--- config.mk ---
export PLATFORM = sky130hd
export DESIGN_NAME = instr_fetch_queue
export DESIGN_NICKNAME = d
export VERILOG_FILES = /design/src/rtl/riscv_pkg.sv /design/src/rtl/instr_fetch_queue.sv
export SDC_FILE = /design/constraint.sdc
export NUM_CORES = 1
export LEC_CHECK = 0
export ABC_CLOCK_PERIOD_IN_PS = 3450
export CORE_MARGIN = 2
export CORE_UTILIZATION = 35
export CTS_CLUSTER_SIZE = 30
export DETAILED_ROUTE_END_ITERATION = 16
export GPL_TIMING_DRIVEN = 0
export MAX_ROUTING_LAYER = met4
export SLEW_MARGIN = 40
export SYNTH_ARGS = -nofsm -noshare
export SYNTH_HDL_FRONTEND = slang
export SYNTH_SLANG_ARGS = --single-unit
--- constraint.sdc ---
create_clock -name clk -period 3.45 [get_ports clk]
set_input_delay 0.69 -clock clk [delete_from_list [all_inputs] [get_ports clk]]
set_output_delay 0.69 -clock clk [all_outputs]
set_load 0.05 [all_outputs]
--- src/rtl/riscv_pkg.sv ---
// ============================================================================
//  Module      : riscv_pkg
//  Description : Shared core constants: datapath width, canonical NOP and
//                the default instruction fetch queue depth.
//  Revision    : 1.0 - initial release
// ============================================================================
`default_nettype none

package riscv_pkg;

   localparam int          XLEN              = 32;
   // addi x0, x0, 0
   localparam logic [31:0] NOP_INSTR         = 32'h0000_0013;
   localparam int          FETCH_QUEUE_DEPTH = 4;

endpackage : riscv_pkg

`default_nettype wire

--- src/rtl/instr_fetch_queue.sv ---
// ============================================================================
//  Module      : instr_fetch_queue
//  Description : Circular FIFO of {pc, instruction} pairs between fetch and
//                decode, with full back-pressure, redirect flush and NOP fill.
//  Revision    : 1.0 - initial release
// ============================================================================
`default_nettype none

module instr_fetch_queue #(
   parameter int DEPTH = riscv_pkg::FETCH_QUEUE_DEPTH,
   parameter int XLEN  = riscv_pkg::XLEN
) (
   input  logic                     clk,
   input  logic                     rst,
   input  logic                     push,
   input  logic [XLEN-1:0]          push_pc,
   input  logic [XLEN-1:0]          push_instr,
   output logic                     fetch_en,
   input  logic                     pop,
   output logic                     out_valid,
   output logic [XLEN-1:0]          out_pc,
   output logic [XLEN-1:0]          out_instr,
   input  logic                     flush,
   output logic [$clog2(DEPTH):0]   count,
   output logic                     overflow
);

   import riscv_pkg::*;

   localparam int                 c_PTR_W = $clog2(DEPTH);
   localparam int                 c_CNT_W = c_PTR_W + 1;
   localparam logic [c_CNT_W-1:0] c_FULL  = c_CNT_W'(DEPTH);
   localparam logic [c_PTR_W-1:0] c_PTR_1 = c_PTR_W'(1);
   localparam logic [c_CNT_W-1:0] c_CNT_1 = c_CNT_W'(1);

   logic [XLEN-1:0]    r_mem_pc    [DEPTH];
   logic [XLEN-1:0]    r_mem_instr [DEPTH];
   logic [c_PTR_W-1:0] r_head;
   logic [c_PTR_W-1:0] r_tail;
   logic [c_CNT_W-1:0] r_count;
   logic               r_overflow;

   logic               w_full;
   logic               w_empty;
   logic               w_push_ok;
   logic               w_pop_ok;
   logic               w_clear;

   // Full/empty use the pre-edge count, so push-while-full is rejected even
   // when a pop frees a slot in the same cycle, and there is no bypass path.
   assign w_full    = (r_count == c_FULL);
   assign w_empty   = (r_count == '0);
   assign w_push_ok = push && !w_full;
   assign w_pop_ok  = pop && !w_empty;
   assign w_clear   = rst || flush;

   always_ff @(posedge clk) begin
      if (w_clear) begin
         r_head     <= '0;
         r_tail     <= '0;
         r_count    <= '0;
         r_overflow <= 1'b0;
      end else begin
         if (w_push_ok) begin
            r_tail <= r_tail + c_PTR_1;
         end
         if (w_pop_ok) begin
            r_head <= r_head + c_PTR_1;
         end
         case ({w_push_ok, w_pop_ok})
            2'b10:   r_count <= r_count + c_CNT_1;
            2'b01:   r_count <= r_count - c_CNT_1;
            default: r_count <= r_count;
         endcase
         if (push && w_full) begin
            r_overflow <= 1'b1;
         end
      end
   end

   // Storage is deliberately not reset; entries are only read through head.
   always_ff @(posedge clk) begin
      if (!w_clear && w_push_ok) begin
         r_mem_pc[r_tail]    <= push_pc;
         r_mem_instr[r_tail] <= push_instr;
      end
   end

   always_comb begin
      out_valid = !w_empty;
      out_pc    = '0;
      out_instr = XLEN'(NOP_INSTR);
      if (!w_empty) begin
         out_pc    = r_mem_pc[r_head];
         out_instr = r_mem_instr[r_head];
      end
   end

   assign fetch_en = !rst && !w_full;
   assign count    = r_count;
   assign overflow = r_overflow;

endmodule : instr_fetch_queue

`default_nettype wire

# Word level (Yosys, flattened, before mapping)
# Memories as Yosys holds them, arrays and structs flattened. A register that Yosys moved wholly into a read port is not among the register bits.
# Index checks and enable logic that the tools add are counted.
[totals]
latchBits = 0
out_inout_bits = 70
wordCells = 34
mem_count = 2
ff_bits = 8
ramBits = 256
inputBits = 69
mem_bits_ro = 0
[memory_table]
columns = ["memory", "words", "word_bits", "rd", "rd_clocked_by_memory_dff", "wr", "line_no", "text"]
rows = [
  ["r_mem_instr", 4, 32, 1, 1, 1, "instr_fetch_queue.sv:37", "logic [XLEN-1:0] r_mem_instr [DEPTH];"],
  ["r_mem_pc", 4, 32, 1, 1, 1, "instr_fetch_queue.sv:36", "logic [XLEN-1:0] r_mem_pc [DEPTH];"],
]
[classes]
bitwise_logic = 0
div_mod_pow = 0
eq_ne = 3
reduce_logical = 12
n_mul = 0
muxes = 9
n_lt_le_gt_ge = 0
shifts = 0
addsub = 4
[ops]
columns = ["operator", "n"]
rows = [
  ["2-to-1 mux 32 bit", 2],
  ["2-to-1 mux 2 bit", 4],
  ["case mux 3 bit (2 select lines)", 1],
  ["logical AND 1 bit", 5],
  ["adder 2 x 1 -> 2 bit (second input constant)", 2],
  ["logical NOT 1 bit", 4],
  ["adder 3 x 1 -> 3 bit (second input constant)", 1],
  ["== test 3 bit (second input constant)", 1],
  ["logical NOT 3 bit", 1],
  ["subtractor 3 x 1 -> 3 bit (second input constant)", 1],
  ["== test 2 x 1 -> 1 bit (second input constant)", 1],
  ["== test 2 bit (second input constant)", 1],
  ["2-to-1 mux 1 bit", 2],
  ["nonzero test 2 bit", 1],
  ["logical OR 1 bit", 1],
]

# Logic depth before layout (Yosys ltp)
# Gate-level depths: netlist of the first run.
[logic_depth]
ltp_word = 6
mapped_depth = 9

# Least setup slack after synthesis of the first run
# OpenSTA, ideal clock, no wires.
[synth_path]
kind = "register to register"
startpoint = "register r_count[0] (netlist: count[0])"
endpoint = "memory r_mem_instr[0][0] (enable)"
setup_ns = 0.429
arrival_time_ns = 2.669
stages_incl_launch_ff = 4
synth_period_minus_slack_ns = 3.098
t_required_ns = 3.021
slack_ns = 0.352
cell_sequence = "dfxtp_1 > or3b_1 > and2_4 > and3_1"
[synth_via]
elab_chain_len = 6
[synth_lines]
columns = ["element", "line_no", "text"]
rows = [
  ["from (decl)", "instr_fetch_queue.sv:40", "logic [c_CNT_W-1:0] r_count;"],
  ["from (signal assigned)", "instr_fetch_queue.sv:71", "2'b10: r_count <= r_count + c_CNT_1;"],
  ["from (signal assigned)", "instr_fetch_queue.sv:72", "2'b01: r_count <= r_count - c_CNT_1;"],
  ["from (signal assigned)", "instr_fetch_queue.sv:73", "default: r_count <= r_count;"],
  ["== test 3 bit", "instr_fetch_queue.sv:51", "assign w_full = (r_count == c_FULL);"],
  ["logical NOT 1 bit", "instr_fetch_queue.sv:53", "assign w_push_ok = push && !w_full;"],
  ["logical AND 1 bit", "instr_fetch_queue.sv:53", ""],
  ["logical AND 1 bit", "instr_fetch_queue.sv:83", "if (!w_clear && w_push_ok) begin"],
  ["2-to-1 mux 1 bit", "instr_fetch_queue.sv:83", ""],
  ["2-to-1 mux 1 bit (implied by the code)", "instr_fetch_queue.sv:85", "r_mem_instr[r_tail] <= push_instr;"],
  ["to (decl)", "instr_fetch_queue.sv:37", ""],
]
# No other way between the ends.

==> results of run 1 <==
-- final timing paths --
path | from | endpoint | slack, ps | depth (start not counted)
worst min-delay path | overflow$_SDFFE_PP0P_ | overflow$_SDFFE_PP0P_ | 500 | 2
worst max register to register | count[2]$_SDFFE_PP0P_ | count[2]$_SDFFE_PP0P_ | 980 | 9
worst max-delay path | register | out_pc[16] | 130 | 5
worst min register to register | overflow$_SDFFE_PP0P_ | overflow$_SDFFE_PP0P_ | 500 | 2
-- cells in the mapped netlist --
| master | n |
|---|---|
| clkbuf_1 | 7 |
| mux4_1 | 4 |
| ha_1 | 5 |
| mux4_2 | 60 |
| or3b_1 | 1 |
| nor3_2 | 1 |
| dfxtp_1 | 10 |
| nand3_1 | 1 |
| xor2_1 | 2 |
| nand4b_1 | 1 |
| nand4_1 | 1 |
| and3_1 | 4 |
| or3_1 | 2 |
| o31ai_1 | 1 |
| inv_1 | 6 |
| edfxtp_1 | 256 |
| inv_2 | 1 |
| and2_4 | 1 |
| buf_12 | 6 |
| and2_1 | 62 |
| a21o_1 | 1 |
| buf_2 | 6 |
| nor2_1 | 6 |
| a21oi_1 | 5 |
| nand2_1 | 2 |
| or2_1 | 3 |
| fa_1 | 1 |
| o21ai_0 | 4 |
| or2_2 | 1 |
| clkbuf_2 | 1 |
| buf_6 | 1 |
| nor3b_1 | 1 |
-- per-layer routing --
layer / global-route usage / vias up / wire length [µm] / part of all wire
li1: - / 2234 / - / -
met2: 0.240 / 127 / 10300 / 0.51
met1: 0.171 / 2570 / 8720 / 0.43
met4: 0.0243 / 0 / 329 / 0.016
met3: 0.0259 / 27 / 1030 / 0.050
met5: - / - / 0 / 0
-- critical path, cell delays in order, from the launching register on --
cell             delay (ps)
dfxtp_1                 300
clkbuf_2                280
buf_2                   330
mux4_2                  330
and2_1                  160
clkdlybuf4s50_1         710
-- through the flow --
stage	setup TNS, ps	std cells	hold slack [ps]	power [mW]
final	0	1043	497	7.10
after global routing	0	1043	514	7.35
after CTS	0	1043	499	7.19
after detailed placement	0	994	486	4.22
after global placement	-346430	986	453	4.21
after floorplan	0	464	459	3.96
-- cells by family (layout without fill, tap and decap cells) --
group	after synthesis	in the layout	synth area share
mux	64	64	0.142
flops	266	266	0.769
compound gates	11	11	0.00585
fa+ha+maj	6	6	0.00805
simple gates	87	87	0.0522
buf+inv	28	223	0.0213
xor+xnor	2	2	0.00171
-- sequential cells by signal, indices dropped and copies added, names as in the netlist, named ones only --
signal	cells
r_head	2
r_mem_pc	128
overflow	1
r_tail	2
r_mem_instr	128
count	3
-- power breakdown --
group	switching [mW]	leakage, nW	total (mW)	internal [mW]
Combinational	0.330	1.94	0.545	0.215
Sequential	0.00947	2.39	3.58	3.57
Clock	1.16	0.445	2.97	1.81
-- timing repair --
item / in CTS / in global routing
setup endpoints to repair: 53 / 27
gates resized for setup: 35 / 27
cloned: 0 / 0
-- cell type report --
type                       count  area (µm²)
fill                        2443       15500
sequential                   266        7890
multi-input combinational    170        2170
timing repair buffer         146        1570
clock buffer                  31         691
tap                          384         480
clock inverter                18         224
buffer                        21         199
inverter                       7        26.3
==> flow_summary.ini, run 1 <==
[sta]
maxSlewHeadroom = 0.620
finalHoldViolCount = 0
max_clock_freq_mhz = 301
final_max_slew_viol_count = 0
min_period_ps = 3320
tightest_slew_ps = 572
fin_crit_sh = 0.963
rsz0062_at_grt = false
setup_slack_ps = 128
clock_skew_ps = 12.5
setup_viol = 0

[floorplan]
dieHeight_um = 175
core_um2 = 28800
pin_count = 139
rows = 62
die-area_um2 = 30700
die_width_um = 175
start_util = 0.356

[power_and_ir_drop]
ir_worst_vdd_v = 0.000403
power_density_nw_per_um2 = 535
p_leak_nw = 4.77

[clock_tree]
clk_latency_ps = 520
path_clk_slew_ps = 60
ctsRootBufferMaster = clkbuf_16
numCtsBuffers = 27
h-tree-depth = 1
cts_setup_buffers = 0
clockBufferDepth = 3
cts_tree = built
cts_sinks = 266
cts_hold_buf = 0

[drt]
post-route-drc-count = 0
routedWlPerCell_um = 19.6
drt-initial-drc-count = 293
routed_wl_um = 20400
vias = 4958
vias_per_cell = 4.75
ant_nets = 0
first_pass_iters = 6

[placement]
gp_congestion = 0.693
dp_slack_ps = 366
place.port_buffers = 138
hpwl_um = 13100
place_area_um2 = 12300

[synth]
synth_top_cell_area_share = 0.749
synth_cell_types = 32
synth_top_area_cell = edfxtp_1
ys_ff_latch = 266
yosysWarnings = 0
synth_seq_area_share = 0.769
ys_top_cells_by_area = edfxtp_1, mux4_2, and2_1
syn_nets = 539
netlist_area_um2 = 10300
avgSynthCellArea_um2 = 22.1
netlist_instances = 464

[grt]
grt.overflow.total = 0
grt_max_degree = 32
antenna_found_initial = 0
track_usage = 0.138
grt_pass1_vias = 5407
grt_pass1_wl_um = 31400

[worst_setup_path]
start_kind = register
worstPathMaxFanout = 10
crit_type = reg -> out
cp-end-kind = primary output
arrival_ps = 2630
critPathRequiredTime_ps = 2760

[finish]
syn_to_final_growth_pct = 29.2
layout_common_cells = edfxtp_1, clkdlybuf4s50_1, and2_1
utilization = 0.460
final_nets = 714
diodes = 0
drive_gt1_frac = 0.208
design_area_um2 = 13300
final_common_cell = edfxtp_1

[min_path]
hp-class = reg -> reg

[run]
cap_violations = 0

[outcome]
status = finished, final reports clean
Note: power is estimated with default switching activity, not from simulation.
==> run 2: changes to the inputs <==
Settings changed: ABC_CLOCK_PERIOD_IN_PS 3450 to 4100, CORE_UTILIZATION 35 to 40.
Clock period 3.45 ns to 4.1 ns, I/O delays scaled along.
==> flow_summary.ini, run 2 (synthesized netlist as in run 1, its figures left out) <==
[clock_tree]
h-tree-depth = 1
cts_hold_buf = 0
path_clk_slew_ps = 60
numCtsBuffers = 28
cts-resized-gates = 0
ctsRootBufferMaster = clkbuf_16
clockBufferDepth = 3
cts_tree = built
cts_setup_buffers = 0
cts_sinks = 266
clk_latency_ps = 530

[worst_setup_path]
crit_slowest_cell = clkdlybuf4s50_1
critPathRequiredTime_ps = 3280
cp-end-kind = primary output
path_cells = nor3_2 > inv_2 > clkbuf_1 > and2_1 > clkdlybuf4s50_1
startpoint = count[0]$_SDFFE_PP0P_
r2r_start = count[2]$_SDFFE_PP0P_
cpPeakStageDelay_ps = 810
crit_type = reg -> out
arrival_ps = 2820
regToRegSetupSlack_ps = 1670
start_kind = register
worstPathMaxFanout = 10

[floorplan]
start_util = 0.407
rows = 58
die-area_um2 = 26900
core_um2 = 25200
dieHeight_um = 164
pin_count = 139
die_width_um = 164

[placement]
place.port_buffers = 138
dp.cells = 940
hpwl_um = 12300
gp_congestion = 0.757

[finish]
fin_cells = 993
final_common_cell = edfxtp_1
layout_common_cells = edfxtp_1, clkdlybuf4s50_1, and2_1
drive_gt1_frac = 0.190
utilization = 0.520
fillers = 2011
final_nets = 715
syn_to_final_growth_pct = 27.8

[grt]
grt_pass1_vias = 5552
track_usage = 0.154
grt_pass1_wl_um = 30700
grt.overflow.total = 0
antenna_found_initial = 1
grt_max_degree = 32

[drt]
drt-initial-drc-count = 281
routed_wl_um = 19900
ant_nets = 0
vias = 5017
post-route-drc-count = 0
first_pass_iters = 5
vias_per_cell = 5.05
routedWlPerCell_um = 20.0

[sta]
rsz0062_at_grt = false
final_max_slew_viol_count = 0
finalHoldViolCount = 0
maxSlewHeadroom = 0.623
clock_skew_ps = 17.0
setup_viol = 0
max_clock_freq_mhz = 275
min_period_ps = 3640
fin_crit_sh = 0.887
tightest_slew_ps = 564
final.setup.tns_ps = 0

[run]
cap_violations = 0

[power_and_ir_drop]
power_density_nw_per_um2 = 447
total_power_mw = 5.86
p_leak_nw = 4.14
ir_worst_vdd_v = 0.000316

[min_path]
min_from = overflow$_SDFFE_PP0P_
hp-class = reg -> reg

[outcome]
status = finished, final reports clean
## run 2: changes by cell type in the layout (fill, tap and decap cells not counted), moves of 3 or more
cell	change
clkdlybuf4s50_1	+57
dlygate4sd2_1	-30
dlymetal6s2s_1	-27
clkbuf_1	+9
clkbuf_2	-5
clkinv_1	+5
bufinv_16	-3
## run 2: stage by stage
stage          instance area, µm²  worst slack, ps  hold WS, ps
6_report                    13100              462          482
5_1_grt                     13100              275          501
4_1_cts                     13100              366          480
3_5_place_dp                12200              936          466
3_3_place_gp                12100             -908          456
2_1_floorplan               10300             1000          459
## run 2: worst max-delay path, delay by kind of cell (launching register included)
family                 cells  cell delay, ps
buffers and inverters      3            1470
flip-flops                 1             460
AND/OR/NAND/NOR            2             350
## run 2: report_power, final
part | total [mW] | internal, mW | switching [mW] | leakage [nW]
sequential | 3.02 | 3.01 | 0.00840 | 2.39
clock | 2.37 | 1.41 | 0.960 | 0.427
combinational | 0.468 | 0.194 | 0.274 | 1.32
total | 5.86 | 4.61 | 1.24 | 4.14
## run 2: cell type report
| class | count | area [µm²] | area share |
|---|---|---|---|
| antenna | 1 | 2.50 | 0.000191 |
| buffer | 21 | 193 | 0.0147 |
| clock buffer | 37 | 756 | 0.0577 |
| clock inverter | 15 | 115 | 0.00878 |
| inverter | 7 | 26.3 | 0.00200 |
| multi-input combinational | 170 | 2170 | 0.166 |
| sequential | 266 | 7890 | 0.602 |
| tap | 330 | 413 | 0.0315 |
| timing repair buffer | 146 | 1540 | 0.118 |
## run 2: per-layer routing
metal,GRT usage,wire (µm),vias to the layer above
li1,-,-,2243
met1,0.193,8250,2588
met2,0.257,9970,149
met3,0.0343,1260,37
met4,0.0343,426,0
met5,-,0,-
## run 2: path summary, 6_finish.rpt
path | to | cells after the start
min reg2reg | overflow$_SDFFE_PP0P_ | 2
max reg2reg | count[2]$_SDFFE_PP0P_ | 9
max | out_pc[18] | 5
min | overflow$_SDFFE_PP0P_ | 2
